===== config.mk =====
export PLATFORM = sky130hd
export DESIGN_NAME = load_store_unit_flat
export DESIGN_NICKNAME = d
export VERILOG_FILES = /design/src/rtl/load_store_unit_if.sv /design/src/rtl/load_store_unit.sv /design/src/flat_wrapper.sv
export SDC_FILE = /design/constraint.sdc
export NUM_CORES = 1
export LEC_CHECK = 0
export ABC_CLOCK_PERIOD_IN_PS = 2100
export CORE_MARGIN = 2
export CORE_UTILIZATION = 42
export CTS_CLUSTER_SIZE = 14
export DETAILED_ROUTE_END_ITERATION = 7
export PLACE_DENSITY = 0.89
export SYNTH_ARGS = -nofsm -noshare
export SYNTH_HDL_FRONTEND = slang
export SYNTH_SLANG_ARGS = --single-unit

===== constraint.sdc =====
create_clock -name i_clk -period 2.1 [get_ports i_clk]
set_input_delay 0.315 -clock i_clk [delete_from_list [all_inputs] [get_ports i_clk]]
set_output_delay 0.315 -clock i_clk [all_outputs]
set_load 0.05 [all_outputs]

===== src/rtl/load_store_unit_if.sv =====
// Core-side request/response handshake bundle for load_store_unit.
// master = core / execute stage, slave = load_store_unit.
interface load_store_unit_if;
    logic        req_valid;
    logic        req_ready;
    logic        req_we;
    logic [31:0] req_addr;
    logic [2:0]  req_f3;
    logic [31:0] req_wdata;
    logic        rsp_valid;
    logic        rsp_ready;
    logic [31:0] rsp_rdata;
    logic        rsp_err;

    modport master (
        output req_valid, req_we, req_addr, req_f3, req_wdata, rsp_ready,
        input  req_ready, rsp_valid, rsp_rdata, rsp_err
    );

    modport slave (
        input  req_valid, req_we, req_addr, req_f3, req_wdata, rsp_ready,
        output req_ready, rsp_valid, rsp_rdata, rsp_err
    );
endinterface


===== src/rtl/load_store_unit.sv =====
// Byte-addressed load/store front end for a word-addressed data memory; sub-word stores are RMW.
// Optional macro LSU_MISALIGN_TRAP_EN: trap misaligned half/word accesses instead of force-aligning.
//
// state    | meaning
// ---------+---------------------------------------------------------
// S_IDLE   | ready for a request
// S_LOAD   | memory read in progress, extend loaded lane
// S_RMW_RD | read old word for a byte/halfword store, merge new lane
// S_WRITE  | single-cycle full-word write to memory
// S_RESP   | response held until the core takes it
module load_store_unit #(
    parameter int P_ADDR_WIDTH = 11,
    parameter int P_DATA_WIDTH = 32
) (
    input  logic                    i_clk,
    input  logic                    i_rst_n,
    load_store_unit_if.slave        bus,
    output logic                    o_mem_we,
    output logic [P_ADDR_WIDTH-1:0] o_mem_addr,
    output logic [2:0]              o_mem_f3,
    output logic [P_DATA_WIDTH-1:0] o_mem_wdata,
    input  logic [P_DATA_WIDTH-1:0] i_mem_rdata
);

    typedef enum logic [2:0] {
        S_IDLE,
        S_LOAD,
        S_RMW_RD,
        S_WRITE,
        S_RESP
    } state_t;

    state_t                  state;
    logic                    req_ready_q;
    logic                    rsp_valid_q;
    logic [P_DATA_WIDTH-1:0] rsp_rdata_q;
    logic                    rsp_err_q;
    logic                    mem_we_q;
    logic [P_ADDR_WIDTH-1:0] word_addr_q;
    logic [1:0]              lane_q;
    logic [2:0]              f3_q;
    logic [15:0]             wdata_q;
    logic [P_DATA_WIDTH-1:0] merge_q;

    logic                    req_is_word;
    logic                    req_is_half;
    logic                    req_misaligned;
    logic [P_ADDR_WIDTH+1:0] req_addr_al;
    logic                    unused_addr_hi;

    logic                    q_is_byte;
    logic                    q_is_half;
    logic [7:0]              rd_byte;
    logic [15:0]             rd_half;
    logic [P_DATA_WIDTH-1:0] load_ext;
    logic [P_DATA_WIDTH-1:0] merge_word;

    // funct3[1:0]: 00 byte, 01 half, 1x word (so 011/110/111 fall into word)
    assign req_is_word    = bus.req_f3[1];
    assign req_is_half    = (bus.req_f3[1:0] == 2'b01);
    assign unused_addr_hi = ^bus.req_addr[31:P_ADDR_WIDTH+2];

`ifdef LSU_MISALIGN_TRAP_EN
    assign req_misaligned = (req_is_half && bus.req_addr[0]) ||
                            (req_is_word && (bus.req_addr[1:0] != 2'b00));
    assign req_addr_al    = bus.req_addr[P_ADDR_WIDTH+1:0];
`else
    assign req_misaligned = 1'b0;
    always_comb begin
        req_addr_al = bus.req_addr[P_ADDR_WIDTH+1:0];
        if (req_is_word) begin
            req_addr_al[1:0] = 2'b00;
        end else if (req_is_half) begin
            req_addr_al[0] = 1'b0;
        end
    end
`endif

    assign q_is_byte = (f3_q[1:0] == 2'b00);
    assign q_is_half = (f3_q[1:0] == 2'b01);
    assign rd_byte   = i_mem_rdata[{lane_q, 3'b000} +: 8];
    assign rd_half   = i_mem_rdata[{lane_q[1], 4'b0000} +: 16];

    // f3_q[2] marks the unsigned loads (LBU/LHU)
    always_comb begin
        load_ext = i_mem_rdata;
        if (q_is_byte) begin
            load_ext = f3_q[2] ? {24'b0, rd_byte} : {{24{rd_byte[7]}}, rd_byte};
        end else if (q_is_half) begin
            load_ext = f3_q[2] ? {16'b0, rd_half} : {{16{rd_half[15]}}, rd_half};
        end
    end

    always_comb begin
        merge_word = i_mem_rdata;
        if (q_is_byte) begin
            merge_word[{lane_q, 3'b000} +: 8] = wdata_q[7:0];
        end else if (q_is_half) begin
            merge_word[{lane_q[1], 4'b0000} +: 16] = wdata_q;
        end
    end

    always_ff @(posedge i_clk or negedge i_rst_n) begin
        if (!i_rst_n) begin
            state       <= S_IDLE;
            req_ready_q <= 1'b0;
            rsp_valid_q <= 1'b0;
            rsp_rdata_q <= '0;
            rsp_err_q   <= 1'b0;
            mem_we_q    <= 1'b0;
            word_addr_q <= '0;
            lane_q      <= 2'b00;
            f3_q        <= 3'b000;
            wdata_q     <= '0;
            merge_q     <= '0;
        end else begin
            case (state)
                S_IDLE: begin
                    req_ready_q <= 1'b1;
                    if (bus.req_valid && req_ready_q) begin
                        req_ready_q <= 1'b0;
                        word_addr_q <= req_addr_al[P_ADDR_WIDTH+1:2];
                        lane_q      <= req_addr_al[1:0];
                        f3_q        <= bus.req_f3;
                        wdata_q     <= bus.req_wdata[15:0];
                        rsp_rdata_q <= '0;
                        rsp_err_q   <= req_misaligned;
                        if (req_misaligned) begin
                            rsp_valid_q <= 1'b1;
                            state       <= S_RESP;
                        end else if (!bus.req_we) begin
                            state <= S_LOAD;
                        end else if (req_is_word) begin
                            merge_q  <= bus.req_wdata;
                            mem_we_q <= 1'b1;
                            state    <= S_WRITE;
                        end else begin
                            state <= S_RMW_RD;
                        end
                    end
                end
                S_LOAD: begin
                    rsp_rdata_q <= load_ext;
                    rsp_valid_q <= 1'b1;
                    state       <= S_RESP;
                end
                S_RMW_RD: begin
                    merge_q  <= merge_word;
                    mem_we_q <= 1'b1;
                    state    <= S_WRITE;
                end
                S_WRITE: begin
                    mem_we_q    <= 1'b0;
                    rsp_valid_q <= 1'b1;
                    state       <= S_RESP;
                end
                S_RESP: begin
                    if (bus.rsp_ready) begin
                        rsp_valid_q <= 1'b0;
                        req_ready_q <= 1'b1;
                        state       <= S_IDLE;
                    end
                end
                default: begin
                    state <= S_IDLE;
                end
            endcase
        end
    end

    assign bus.req_ready = req_ready_q;
    assign bus.rsp_valid = rsp_valid_q;
    assign bus.rsp_rdata = rsp_rdata_q;
    assign bus.rsp_err   = rsp_err_q;
    assign o_mem_we      = mem_we_q;
    assign o_mem_addr    = word_addr_q;
    assign o_mem_f3      = 3'b010;
    assign o_mem_wdata   = merge_q;

endmodule

===== src/flat_wrapper.sv =====
// flat-port wrapper written by rule: the top's interface ports become plain ports
module load_store_unit_flat 
#(
    parameter int P_ADDR_WIDTH = 11,
    parameter int P_DATA_WIDTH = 32
)
  (i_clk, i_rst_n, o_mem_we, o_mem_addr, o_mem_f3, o_mem_wdata, i_mem_rdata, bus_req_valid, bus_req_we, bus_req_addr, bus_req_f3, bus_req_wdata, bus_rsp_ready, bus_req_ready, bus_rsp_valid, bus_rsp_rdata, bus_rsp_err);
  load_store_unit_if bus_i ();
  input  logic i_clk;
  input  logic i_rst_n;
  output logic o_mem_we;
  output logic [P_ADDR_WIDTH-1:0] o_mem_addr;
  output logic [2:0] o_mem_f3;
  output logic [P_DATA_WIDTH-1:0] o_mem_wdata;
  input  logic [P_DATA_WIDTH-1:0] i_mem_rdata;
  input wire logic [$bits(bus_i.req_valid)-1:0] bus_req_valid;
  input wire logic [$bits(bus_i.req_we)-1:0] bus_req_we;
  input wire logic [$bits(bus_i.req_addr)-1:0] bus_req_addr;
  input wire logic [$bits(bus_i.req_f3)-1:0] bus_req_f3;
  input wire logic [$bits(bus_i.req_wdata)-1:0] bus_req_wdata;
  input wire logic [$bits(bus_i.rsp_ready)-1:0] bus_rsp_ready;
  output wire logic [$bits(bus_i.req_ready)-1:0] bus_req_ready;
  output wire logic [$bits(bus_i.rsp_valid)-1:0] bus_rsp_valid;
  output wire logic [$bits(bus_i.rsp_rdata)-1:0] bus_rsp_rdata;
  output wire logic [$bits(bus_i.rsp_err)-1:0] bus_rsp_err;
  assign bus_i.req_valid = bus_req_valid;
  assign bus_i.req_we = bus_req_we;
  assign bus_i.req_addr = bus_req_addr;
  assign bus_i.req_f3 = bus_req_f3;
  assign bus_i.req_wdata = bus_req_wdata;
  assign bus_i.rsp_ready = bus_rsp_ready;
  assign bus_req_ready = bus_i.req_ready;
  assign bus_rsp_valid = bus_i.rsp_valid;
  assign bus_rsp_rdata = bus_i.rsp_rdata;
  assign bus_rsp_err = bus_i.rsp_err;
  load_store_unit #(.P_ADDR_WIDTH(P_ADDR_WIDTH), .P_DATA_WIDTH(P_DATA_WIDTH)) u_core (.i_clk(i_clk), .i_rst_n(i_rst_n), .bus(bus_i), .o_mem_we(o_mem_we), .o_mem_addr(o_mem_addr), .o_mem_f3(o_mem_f3), .o_mem_wdata(o_mem_wdata), .i_mem_rdata(i_mem_rdata));
endmodule

-- Word-level counts from Yosys, hierarchy flattened
Index checks and enable logic that the tools add are counted.
- shifts and indexed selects: 6
- divide/modulo/power cells: 0
- equal/unequal tests: 10
- $add $sub $neg: 2
- $mul: 0
- bitwise gates (word level): 0
- $lt $le $gt $ge: 0
- mux-type cells: 31
- reduce and logical (&&, ||, !) cells: 16
- operators by type and width (operator ; count):
    32-bit 2-to-1 mux ; 10
    32-bit case mux with 2 select lines ; 2
    32-bit bitwise mux ; 2
    16-bit by 7-bit variable shift with 32-bit output (first input constant) ; 1
    8-bit by 7-bit variable shift with 32-bit output (first input constant) ; 1
    16-bit by 7-bit variable part select with 32-bit output ; 1
    32-bit by 6-bit variable part select with 16-bit output ; 1
    32-bit by 6-bit variable part select with 8-bit output ; 1
    8-bit by 7-bit variable part select with 32-bit output ; 1
    5-bit negation with 7-bit output ; 2
    3-bit case mux with 4 select lines ; 1
    1-bit 2-to-1 mux ; 10
    2-bit AND reduction ; 5
    3-bit 2-to-1 mux ; 3
    4-bit AND reduction ; 2
    2-bit nonzero test ; 4
    3-bit by 2-bit equality test with 1-bit output (second input constant) ; 2
    2-bit != test (second input constant) ; 3
    2-bit by 1-bit equality test with 1-bit output (second input constant) ; 2
    1-bit case mux with 2 select lines ; 2
    3-bit by 1-bit equality test with 1-bit output (second input constant) ; 1
    3-bit equality test (second input constant) ; 1
    3-bit zero test ; 1
    1-bit case mux with 3 select lines ; 1
    5 further kinds ; 5
- ROM bits: 0
- input port bits: 104
- latch bits: 0
- memories: 0
- flip-flop bits (word level): 102
- bits in writable memories: 0
- word-level logic and storage cells: 75

-- Logic depth before layout (Yosys ltp)
Gate-level depths: netlist (run 1).
- depth after elaboration: 6
- gate-level depth with buffers: 10
- gate-level depth less buffers: 6

-- Worst setup path before layout (run 1)
No wires, ideal clock.
- path kind: reg2reg
- start point: reg u_core.lane_q[1]
- end point: reg u_core.merge_q[24] (netlist: u_core.o_mem_wdata[24])
- setup slack: -0.173 ns
- clock period less this slack: 2.273 ns
- stages on the path, launching flop included: 10
- library setup time: 0.082 ns
- data arrival time: 2.191 ns
- cell sequence: dfrtp_1 -> buf_2 -> clkbuf_1 -> inv_1 -> ha_1 -> clkbuf_1 -> or3b_2 -> o221ai_1 -> o2111ai_1 -> a31oi_1
- word-level cells in the longest chain between the ends: 6
- elaborated cells between the ends (all ways): 11
- those cells by class: add/sub (2); shift (4); mux (5)
- ends and longest elaborated chain (what ; RTL line ; text):
    start: declaration ; load_store_unit.sv:40 ; logic [1:0] lane_q;
    start signal: assignment ; load_store_unit.sv:123 ; lane_q <= req_addr_al[1:0];
    5-bit negation with 7-bit output ; load_store_unit.sv:99 ; merge_word[{lane_q[1], 4'b0000} +: 16] = wdata_q;
    16-bit by 7-bit variable part select with 32-bit output or 16-bit by 7-bit variable shift with 32-bit output (tied branches) ; load_store_unit.sv:99 ;
    32-bit bitwise mux ; load_store_unit.sv:99 ;
    32-bit 2-to-1 mux ; load_store_unit.sv:98 ; end else if (q_is_half) begin
    32-bit 2-to-1 mux (*) ; load_store_unit.sv:96 ; if (q_is_byte) begin
    32-bit case mux with 2 select lines (*) ; load_store_unit.sv:117 ; case (state)
    end signal: assignment ; load_store_unit.sv:134 ; merge_q <= bus.req_wdata;
    end signal: assignment ; load_store_unit.sv:148 ; merge_q <= merge_word;
    end: declaration ; load_store_unit.sv:43 ; logic [P_DATA_WIDTH-1:0] merge_q;
Mark *: on every way between the ends. The rest lies on a longest branch, timed or not.
A chain may end at the register's enable or synchronous reset.

-- Final worst setup path (run 1)
- start point: reg u_core.lane_q[0]
- end point: reg u_core.merge_q[1] (netlist: u_core.o_mem_wdata[1])
- word-level cells in the longest chain between the ends: 5
- elaborated cells between the ends (all ways): 6
- those cells by class: add/sub (1); shift (2); mux (3)
- ends and longest elaborated chain (what ; RTL line ; text):
    5-bit negation with 7-bit output (*) ; load_store_unit.sv:97 ; merge_word[{lane_q, 3'b000} +: 8] = wdata_q[7:0];
    8-bit by 7-bit variable part select with 32-bit output or 8-bit by 7-bit variable shift with 32-bit output (tied branches) ; load_store_unit.sv:97 ;
    32-bit bitwise mux (*) ; load_store_unit.sv:97 ;
    32-bit 2-to-1 mux (*) ; load_store_unit.sv:96 ;
    32-bit case mux with 2 select lines (*) ; load_store_unit.sv:117 ;
Marks and branches as above.

==> impl_results.md, run 1 <==
* Status: finished clean
* Post-synth top cells: dfrtp_1, nand2_1, nor2_1
* Clock Path Buffers at 2
* DR vias/cell at a little under 6
* Synth area leaders: dfrtp_1, nand2_1, a31oi_1, mux2_2, a221o_1
* Yosys top cell area share at 0.4422
* # diodes at 0
* F_max at just under 500 MHz
* # DRC at 0
* Least-Margin Pin Slew at around 600 ps
* Root buffer cell: clkbuf_16
* CTS Sinks at approximately 100
* Fin crit share at 0.9668
* Die Area at around 15000 µm²
* Sequential Area at roughly 2600 µm²
* Leakage at 3.380 nW
* Antenna violations before repair at 0
* Via count at between 5000 and 6000
* Post-DR wirelength/cell at 19.90 µm
* Critical path's slowest cell: dfrtp_1
* DP HPWL at between 10 and 15 mm
* Hold crit path type: in2async
* Setup TNS at 0 ps
* Initial core utilization at 0.4324
* Rows at 42
* Final hold violation count at 0
* Logic pwr share at 0.634
* Worst-path cell chain: inv_1 -> ha_2 -> nor4bb_1 -> buf_4 -> a221o_1 -> o211ai_1 -> a31oi_1
* CP Capture Type: flop
* Clk slew on worst S/H paths at 70 ps
* Startpoint Class: flop
* EDFF count, synth at 0
* Fillers at ~1100
* Ys async rst share at 1.000
* Routability Congestion at 0.9607
* Total Power at ~14 mW
* Netlist cell types at 52
* Synth Instances at roughly 600
* First-pass GRT wire length at roughly 29 mm
* Top FF cell, synth: dfrtp_1
* 1st-pass router iterations at 7
* Syn_area_per_cell at between 9 and 10 µm²
* Worst vdd rail ir drop at 0.0009271 V
* Worst Setup Path Type: reg2reg
* Slew Limit Fails at 0
* Final ANT Viol Nets at 0
* Reg power frac at 0.251
* Core Area at roughly 13000 µm²
* IO buf count at 162
* Slew HR at 0.5992
* Layout cells sized above 1 at 0.1382
* I/O Pins at roughly 190
* Setup-failing EPs final at 0
* Starting DRT DRC Count at between 600 and 700
* Pwr Density at 1778 nW/µm²
* Hold buffers post-CTS at 0
* #FFs+latches synth at approximately 100
* Clock power frac at 0.115
* CTS tree: done
* Top-count cell post-synth: dfrtp_1
* WL final at around 19 mm
* Layout area overhead at 41.01%
* Cell internal pwr at around 7.4 mW
* Sw Share at 0.4871
* CTS H-tree lvls at 3
* Psw at 7.050 mW
* Worst EP required at roughly 2400 ps
* MaxCap Viol Count at 0
* Area leader, netlist: dfrtp_1
* CTS buffer count at 9
* Post-synthesis sequential area ratio at 0.4422
* Die height at ~120 µm
* Clock Latency Late Sink at between 300 and 400 ps
* Critical path arrival at 2300 ps
* Synth warn at 0
* Max incr delay on CP at just over 400 ps
* Post-route minimum period at approximately 2000 ps
* Final nets at slightly below 900
* Largest net degree at the start of global routing at ~100
* Multi-input gate area at between 2000 and 3000 µm²
* Vias in the first global route at roughly 5400
* Gr usage total at 0.2588
* Clock Skew at between 5 and 6 ps
* Grt total ovfl at 0
* Syn Std Cell Area at a little under 6000 µm²
* Die X at between 100 and 150 µm
* Worst Path Max Fanout at 10
metal layers:
layer  share of wire  track usage
met1            0.42       0.3538
met2            0.46       0.3978
met5               0            0
met3           0.089      0.07002
met4           0.030      0.08764
final timing paths:
path,endpoint,start,depth (start not counted),slack [ps]
worst max-delay path,u_core.o_mem_wdata[1],u_core.lane_q[0],7,70
worst min-delay path,u_core.o_mem_wdata[0],i_rst_n,2,20
worst max register to register,u_core.o_mem_wdata[1],u_core.lane_q[0],7,70
worst min register to register,u_core.o_mem_addr[3],u_core.o_mem_addr[3],1,490
max in group asynchronous,u_core.o_mem_wdata[12],i_rst_n,2,1660
min in group i_clk,u_core.o_mem_addr[3],u_core.o_mem_addr[3],1,490
metrics by stage:
| stage | setup WS (ps) | std cells | hold slack, ps | util | area, µm² |
|---|---|---|---|---|---|
| 2_1_floorplan | 17.24 | 603 | 19.41 | - | 5786 |
| 3_3_place_gp | -11.19 | 934 | 425.5 | 0.5861 | 7824 |
| 3_5_place_dp | -55.96 | 934 | 422.9 | 0.5861 | 7824 |
| 4_1_cts | 66.87 | 949 | 46.44 | 0.6076 | 8110 |
| 5_1_grt | -6.368 | 950 | 54.12 | 0.6098 | 8139 |
| 6_report | 69.63 | 950 | 19.41 | 0.6098 | 8139 |
timing repair:
action                     4_1_cts  5_1_grt
gates cloned                     0        0
setup buffers                    0        1
setup endpoints to repair        1       16
gates resized for setup          1        4
area by class of cell:
class / instances / area share
clock inverters: 1 / 0.003689
inverters: 23 / 0.01061
repair buffers: 212 / 0.2573
multi-input cells: 422 / 0.3565
flip-flops and latches: 102 / 0.3136
well taps: 176 / 0.02706
clock buffers: 14 / 0.03121
cells in the final DEF (no fill, tap or decap), drive strengths merged, types with 4 or more instances in the layout:
master,n
or3b,11
o2111ai,8
nor2,39
a22oi,8
o22ai,7
mux2i,23
a211o,7
nand2,72
o211ai,7
mux2,24
nand3b,5
a311o,8
clkbuf,14
o21ai,37
inv,23
ha,5
nor2b,10
a221o,23
a21oi,14
dfrtp,102
a32o,7
nand2b,10
a31oi,38
buf,51
clkdlybuf4s50,161
and2,8
conb,4
o221ai,9
nand3,15
cells by family after synthesis:
family	count (synthesis)	synth area share
and+or+nand+nor	182	0.1609
other	2	0.001301
buffers and inverters	79	0.06178
DFF	102	0.4422
adders and majority gates	5	0.01084
AOI/OAI and AO/OA	183	0.2302
muxes	48	0.09278
power groups by stage:
stage	registers [mW]	clock network, mW	logic (mW)
2_1_floorplan	5.85	0	3.63
3_3_place_gp	3.61	0	8.89
3_5_place_dp	3.63	0	9.05
4_1_cts	3.62	1.69	9.09
5_1_grt	3.73	1.77	9.72
6_report	3.63	1.66	9.18
flip-flops by register name, summed over array words and instances (netlist names), 2 cells and up:
name	flops
u_core.state	3
u_core.o_mem_addr	11
u_core.o_mem_wdata	32
u_core.wdata_q	16
u_core.f3_q	3
u_core.bus.rsp_rdata	32
u_core.lane_q	2
worst max-delay path, delay by kind of cell, from the launching register on:
kind                     cells  cell delay [ps]
AO/OA/AOI/OAI                3              470
adder cells (fa/ha/maj)      1              340
buffers and inverters        2              440
flip-flops                   1              410
AND/OR/NAND/NOR              1              280
Power figures use the tool's default switching activity.
==> run 2: changes to the inputs <==
--- a/config.mk
+++ b/config.mk
@@ -10,6 +10,7 @@
 export CORE_UTILIZATION = 42
 export CTS_CLUSTER_SIZE = 14
 export DETAILED_ROUTE_END_ITERATION = 7
+export MAX_ROUTING_LAYER = met4
 export PLACE_DENSITY = 0.89
 export SYNTH_ARGS = -nofsm -noshare
 export SYNTH_HDL_FRONTEND = slang
==> impl_results.md, run 2 (synthesized netlist as in run 1, its figures left out) <==
* CTS H-tree lvls at 3
* MaxCap Viol Count at 0
* Rows at 42
* Total Power at 14.47 mW
* Final hold violation count at 8
* 1st-pass router iterations at 5
* Grt total ovfl at 0
* Vias in the first global route at about 5500
* CTS tree: done
* Fin crit share at 0.9448
* Least-Margin Pin Slew at between 500 and 600 ps
* Core Util, Final at 0.6059
* Cells after DPL at about 930
* Gr usage total at 0.2660
* Layout area overhead at 40.13%
* Routability Congestion at 0.9961
* DR vias/cell at 5.946
* Slew HR at 0.6076
* Worst vdd rail ir drop at about 0.001 V
* Fillers at 1146
* Antenna violations before repair at 0
* Layout cells sized above 1 at 0.1315
* Crit path max-delay family: compound AO/OA/AOI/OAI gates
* Clock Latency Late Sink at 350 ps
* WP buf/inv at 1
* Setup-failing EPs final at 0
* Die X at roughly 120 µm
* Worst-path cell chain: inv_1 -> ha_2 -> nand3b_1 -> o221ai_1 -> o2111ai_1 -> a31oi_1
* Final cell count without fillers at around 940
* # DRC at 0
* Clock Path Buffers at 2
* Clk slew on worst S/H paths at around 70 ps
* Core Area at roughly 13000 µm²
* Via count at approximately 5600
* DP HPWL at roughly 14 mm
* Worst Path Max Fanout at 8
* Die height at 121.2 µm
* First-pass GRT wire length at 29.68 mm
* Largest net degree at the start of global routing at ~100
* Final ANT Viol Nets at 0
* Failing checks: hold timing
* Fin area at around 8100 µm²
* WL final at between 15 and 20 mm
* Slew Limit Fails at 0
* CTS Sinks at 102
* Leakage at 3.361 nW
* F_max at a little over 500 MHz
* RSZ-0062 raised after global routing: yes
* Pwr Density at roughly 1800 nW/µm²
* # diodes at 0
* Most frequent cells in the layout: clkdlybuf4s50_1, dfrtp_1, nand2_1
* Placed instance area at just under 8000 µm²
* Die Area at roughly 15000 µm²
* Worst Setup Path Type: reg2reg
* Status: complete, but fails checks
* Most common cell after layout, fill and taps aside: clkdlybuf4s50_1
* Post-route minimum period at a little under 2000 ps
* Root buffer cell: clkbuf_16
* CP Capture Type: flop
* Clock Skew at just under 9 ps
* IO buf count at around 160
* I/O Pins at about 190
* Final nets at between 800 and 900
* Critical path's slowest cell: dfrtp_1
* Startpoint Class: flop
* Starting DRT DRC Count at 546
* Worst EP required at roughly 2400 ps
* CTS buffer count at 9
* Hold_ws at -12.52 ps
* Max incr delay on CP at 370 ps
* Post-CTS setup buffers at 0
* Critical path arrival at 2250 ps
* Hold crit path type: in2async
* Post-DR wirelength/cell at 19.84 µm
* Initial core utilization at 0.4324
==> run 2: per-stage QoR <==
step / setup slack [ps] / setup TNS, ps
after CTS: 116.2 / 0
final: 116.0 / 0
after floorplan: 17.24 / 0
after global routing: -7.668 / -15.21
after detailed placement: -87.96 / -1272
after global placement: -36.33 / -557.9
==> run 2: what timing repair did <==
item | in CTS | in global routing
gates resized for setup | 0 | 1
endpoints found under the setup margin | 0 | 7
hold buffers | 0 | 0
==> run 2: area by class of cell <==
type | count | area (µm²) | area share
clock buffers | 12 | 256.5 | 0.03171
well taps | 176 | 220.2 | 0.02723
clock inverters | 3 | 67.56 | 0.008354
multi-input cells | 422 | 2880 | 0.3561
flip-flops and latches | 102 | 2552 | 0.3156
repair buffers | 206 | 2024 | 0.2503
inverters | 23 | 86.33 | 0.01067
==> run 2: worst register-to-register path, stage by stage, from the launching register on <==
cell	delay, ps
dfrtp_1	370
inv_1	150
ha_2	320
nand3b_1	350
o221ai_1	270
o2111ai_1	220
a31oi_1	220
==> run 2: power breakdown <==
part | internal [mW] | leakage [nW] | switching, mW
clock network | 1.10 | 0.155 | 0.726
logic | 3.45 | 1.97 | 5.58
registers | 2.91 | 1.23 | 0.705
total | 7.46 | 3.36 | 7.01
==> run 2: final timing paths <==
kind / endpoint / slack, ps / startpoint / cells after the start
max in group asynchronous: u_core.o_mem_wdata[2] / 1630 / i_rst_n / 2
worst max-delay path: u_core.o_mem_wdata[27] / 120 / u_core.lane_q[0] / 6
worst min register to register: u_core.o_mem_addr[5] / 490 / u_core.o_mem_addr[5] / 1
min in group i_clk: u_core.o_mem_addr[5] / 490 / u_core.o_mem_addr[5] / 1
worst min-delay path: u_core.o_mem_wdata[0] / -10 / i_rst_n / 2
worst max register to register: u_core.o_mem_wdata[27] / 120 / u_core.lane_q[0] / 6
==> run 2: routing by layer <==
layer,share of wire,global-route usage,vias up
li1,-,-,2533
met1,0.42,0.3561,2724
met2,0.45,0.3919,306
met3,0.092,0.06579,50
met4,0.035,0.1006,0
met5,0,-,-
==> variant 1: new RTL, flow settings as in run 1 <==
The option `LSU_MISALIGN_TRAP_EN` is turned on by a define.
--- a/src/rtl/load_store_unit.sv
+++ b/src/rtl/load_store_unit.sv
@@ -8,6 +8,8 @@
 // S_RMW_RD | read old word for a byte/halfword store, merge new lane
 // S_WRITE  | single-cycle full-word write to memory
 // S_RESP   | response held until the core takes it
+`define LSU_MISALIGN_TRAP_EN
+
 module load_store_unit #(
     parameter int P_ADDR_WIDTH = 11,
     parameter int P_DATA_WIDTH = 32
Check against the original RTL: not equivalent (a bounded check fails within 4 cycles, from zero or initial values and one cycle with i_rst_n low).
==> variant 1 against run 1 <==
- sequential cell count is 1 higher
- total power is 7.5% lower
- highest routed layer unchanged
- fmax increased by 2.6%
- final cell count fell by 11%
- design area fell by 2.5%
- routed wire length is 4.1% lower
- area after synthesis shrank 2.8%
- hold slack better by 460 ps
- clock skew up 1.7 ps
- worst setup slack improved by 51 ps
==> variant 1: results <==
{
  "route.met3.wl_um": 1330,
  "grt_max_degree": 51,
  "p_per_area_mw_per_mm2": 1690,
  "crit_slowest_cell": "nor4_1",
  "finalWorstSetupSlack_ps": 120,
  "dp_hpwl_um": 13700,
  "ys_types": 59,
  "path_max_fanout": 8,
  "grt_use_met1_pct": 36.9,
  "wl_met2_um": 8500,
  "hp-class": "reg -> reg",
  "finalNetCount": 777,
  "leakage_nw": 3.27,
  "wl_met1_um": 8010,
  "dp_cells": 832,
  "place_ws_ps": 12.2,
  "first_pass_iters": 5,
  "finalNonFillerCells": 849,
  "grt_pass1_wl_um": 28300,
  "outcome": "complete, no violations",
  "synth_common_cells": "dfrtp_1 (103), nor2_1 (37), nor3_1 (36)",
  "path_delay_family": "simple AND/OR/NAND/NOR gates",
  "place.gp.congestion": 0.939,
  "switching_share_pct": 47.1,
  "placed_area_sq_mm": 0.00761,
  "io_buffer_count": 163,
  "clock_skew_ps": 7.20,
  "grtUsageMet3_pct": 6.23,
  "synth.area.top_cells": "dfrtp_1 (46%), mux2_2 (6.4%), a221oi_2 (4.8%)",
  "max-vdd-ir-drop_uv": 1260,
  "seq_area_frac_synth_pct": 45.9,
  "first_global_vias": 4984,
  "endpoint": "u_core.o_mem_wdata[26]$_DFFE_PN0P_",
  "seqPwrFrac_pct": 27.4,
  "num-fill-cells": 1052,
  "drt-vias-per-instance": 5.83,
  "layout-drive-gt1-share_pct": 20.7,
  "grtUsageMet2_pct": 39.7
}
## variant 1: worst register-to-register path, cell delays in order (launching register included)
cell      delay (ps)
dfrtp_1          360
inv_1            100
ha_1             250
nor4_1           370
and4b_1          250
buf_4            170
nand2_1           70
a211oi_1         290
## variant 1: layout make-up
cell class              instances  share of cell area, %
flip-flops and latches        103                   32.5
clock buffers                  11                   3.19
inverters                       5                  0.237
multi-input cells             344                   35.0
well taps                     176                   2.78
clock inverters                 5                  0.804
repair buffers                205                   25.5
## variant 1: kinds of logic (layout without fill, tap and decap cells)
group	count (synthesis)	count (layout)	share of synthesized area, %
and+or+nand+nor	153	153	14.2
AOI/OAI and AO/OA	126	126	21.2
DFF	103	103	45.9
muxes	57	57	12.7
buffers and inverters	49	226	4.79
adders and majority gates	5	5	1.11
other	2	3	0.134
## variant 1: timing repair
item                                    4_1_cts  5_1_grt
endpoints found under the hold margin        42        0
endpoints found under the setup margin        0        5
hold buffers                                  1        0
gates resized for setup                       0        1
==> variant 2: new RTL, flow settings as in run 1 <==
Made on the original files. Re-encode `state_t` (5 states) as one-hot, 5 bits wide.
--- a/src/rtl/load_store_unit.sv
+++ b/src/rtl/load_store_unit.sv
@@ -22,12 +22,12 @@
     input  logic [P_DATA_WIDTH-1:0] i_mem_rdata
 );
 
-    typedef enum logic [2:0] {
-        S_IDLE,
-        S_LOAD,
-        S_RMW_RD,
-        S_WRITE,
-        S_RESP
+    typedef enum logic [4:0] {
+        S_IDLE   = 5'b00001,
+        S_LOAD   = 5'b00010,
+        S_RMW_RD = 5'b00100,
+        S_WRITE  = 5'b01000,
+        S_RESP   = 5'b10000
     } state_t;
 
     state_t                  state;
Behaviour: same outputs for any inputs over 4 cycles, from zero or initial values and one cycle with i_rst_n low; so few cycles prove little.
==> variant 2 against run 1 <==
- total power fell by 8.4%
- via count grew 9.0%
- final cell count grew 7.3%
- area after synthesis is 8.0% higher
- worst setup slack worse by 27 ps
- die area up 7.8%
- routed wire length is 9.0% higher
- count of clock-buffer cells in the layout stayed put
- sequential cell count rose by 2
- fmax decreased by 1.3%
- design area is 5.2% higher
- critical endpoint is now u_core.o_mem_wdata[21]$_DFFE_PN0P_
==> variant 2: results <==
{
  "grt_pass1_wl_um": 32800,
  "io_buffer_count": 162,
  "diodes": 0,
  "clk_root_buffer_cell": "clkbuf_16",
  "rrSetupSlack_ps": 40,
  "first_global_vias": 5797,
  "seq_area_frac_synth_pct": 41.8,
  "antenna_found_initial": 0,
  "vias": 6150,
  "worstMarginPinSlew_ps": 537,
  "clock_skew_ps": 8.66,
  "synth.area.top_cells": "dfrtp_1 (41%), nand2_1 (5.4%), o21ai_0 (3.9%)",
  "ys.warnings.count": 0,
  "num-fill-cells": 1202,
  "outcome": "complete, no violations",
  "synth_common_cells": "dfrtp_1 (103), nand2_1 (89), o21ai_0 (49)",
  "cts_buffers": 9,
  "max-vdd-ir-drop_uv": 816,
  "path_max_fanout": 86,
  "clk_latency_ps": 360,
  "layout-drive-gt1-share_pct": 11.7,
  "hold_slack_ps": 445,
  "postCtsSetupBuffers": 0,
  "synthArstFlopShare_pct": 100,
  "place.gp.congestion": 0.936,
  "ys_types": 58,
  "synth_ff_type": "dfrtp_1",
  "crit_slowest_cell": "dfrtp_2",
  "slowest_delay_ps": 410,
  "worstSetupPathType": "reg -> reg",
  "leakage_nw": 3.46,
  "clkTransAtPathRegs_ps": 70,
  "clock_path_buffers": 2,
  "hp-class": "in -> async",
  "finalNetCount": 939,
  "htreeDepth": 3,
  "grt_max_degree": 87,
  "path_delay_family": "compound AO/OA/AOI/OAI gates",
  "dp_hpwl_um": 15000,
  "arrival_ps": 2350,
  "drt_iter0_drc": 716,
  "first_pass_iters": 5,
  "routedWlPerCell_um": 20.2,
  "gr-usage-all-layers_pct": 26.0
}
[variant 2: cell type report]
cell class	instances	share of cell area, %
Multi-Input combinational cell	476	37.9
Tap cell	184	2.69
Clock buffer	14	3.08
Inverter	27	1.18
Timing Repair Buffer	212	24.6
Sequential cell	104	30.4
Clock inverter	2	0.175
[variant 2: report_power, final]
part           switching (mW)  internal (mW)  total, mW
clock network           0.731          0.871       1.60
registers               0.719           2.84       3.56
logic                    5.01           3.10       8.10
[variant 2: per-stage QoR]
stage / cell area, sq um / setup slack, ps / instances / setup TNS [ps]
global route: 8560 / -44.5 / 1019 / -155
floorplan: 6270 / -17.6 / 670 / -123
finish: 8560 / 42.8 / 1019 / 0
global placement: 8260 / 21.6 / 1002 / 0
CTS: 8550 / 1.05 / 1019 / 0
detailed placement: 8260 / -3.67 / 1002 / -3.67
[variant 2: worst paths after layout]
kind | cells past startpoint | from | to
max | 6 | u_core.lane_q[1]$_DFFE_PN0P_ | u_core.o_mem_wdata[21]$_DFFE_PN0P_
min | 2 | i_rst_n | u_core.o_mem_wdata[30]$_DFFE_PN0P_
max reg2reg | 6 | u_core.lane_q[1]$_DFFE_PN0P_ | u_core.o_mem_wdata[21]$_DFFE_PN0P_
min reg2reg | 2 | u_core.o_mem_addr[0]$_DFFE_PN0P_ | u_core.o_mem_addr[0]$_DFFE_PN0P_
max in group asynchronous | 3 | i_rst_n | u_core.f3_q[2]$_DFFE_PN0P_
min in group i_clk | 2 | u_core.o_mem_addr[0]$_DFFE_PN0P_ | u_core.o_mem_addr[0]$_DFFE_PN0P_
[variant 2: repair_timing]
item	in CTS	in global routing
gates resized for setup	0	7
hold buffers	1	0
setup endpoints to repair	0	29
hold endpoints to repair	27	0
[variant 2: cells by family (layout without fill, tap and decap cells)]
logic type      Yosys count  in the layout  share of synthesized area [%]
buf+inv                  90            255                           6.74
fa+ha+maj                 5              5                           1.00
other cells               2              4                          0.120
flops                   104            104                           41.8
compound gates          239            239                           30.5
mux                      11             11                           1.99
simple gates            216            216                           17.7
xor+xnor                  1              1                          0.140
[variant 2: layer usage]
metal	vias to the layer above	track usage (%)	wire, um
met5	-	0	0
met4	0	7.05	560
met3	47	7.73	2270
met2	365	38.1	8780
met1	2929	37.7	8990
li1	2809	-	-
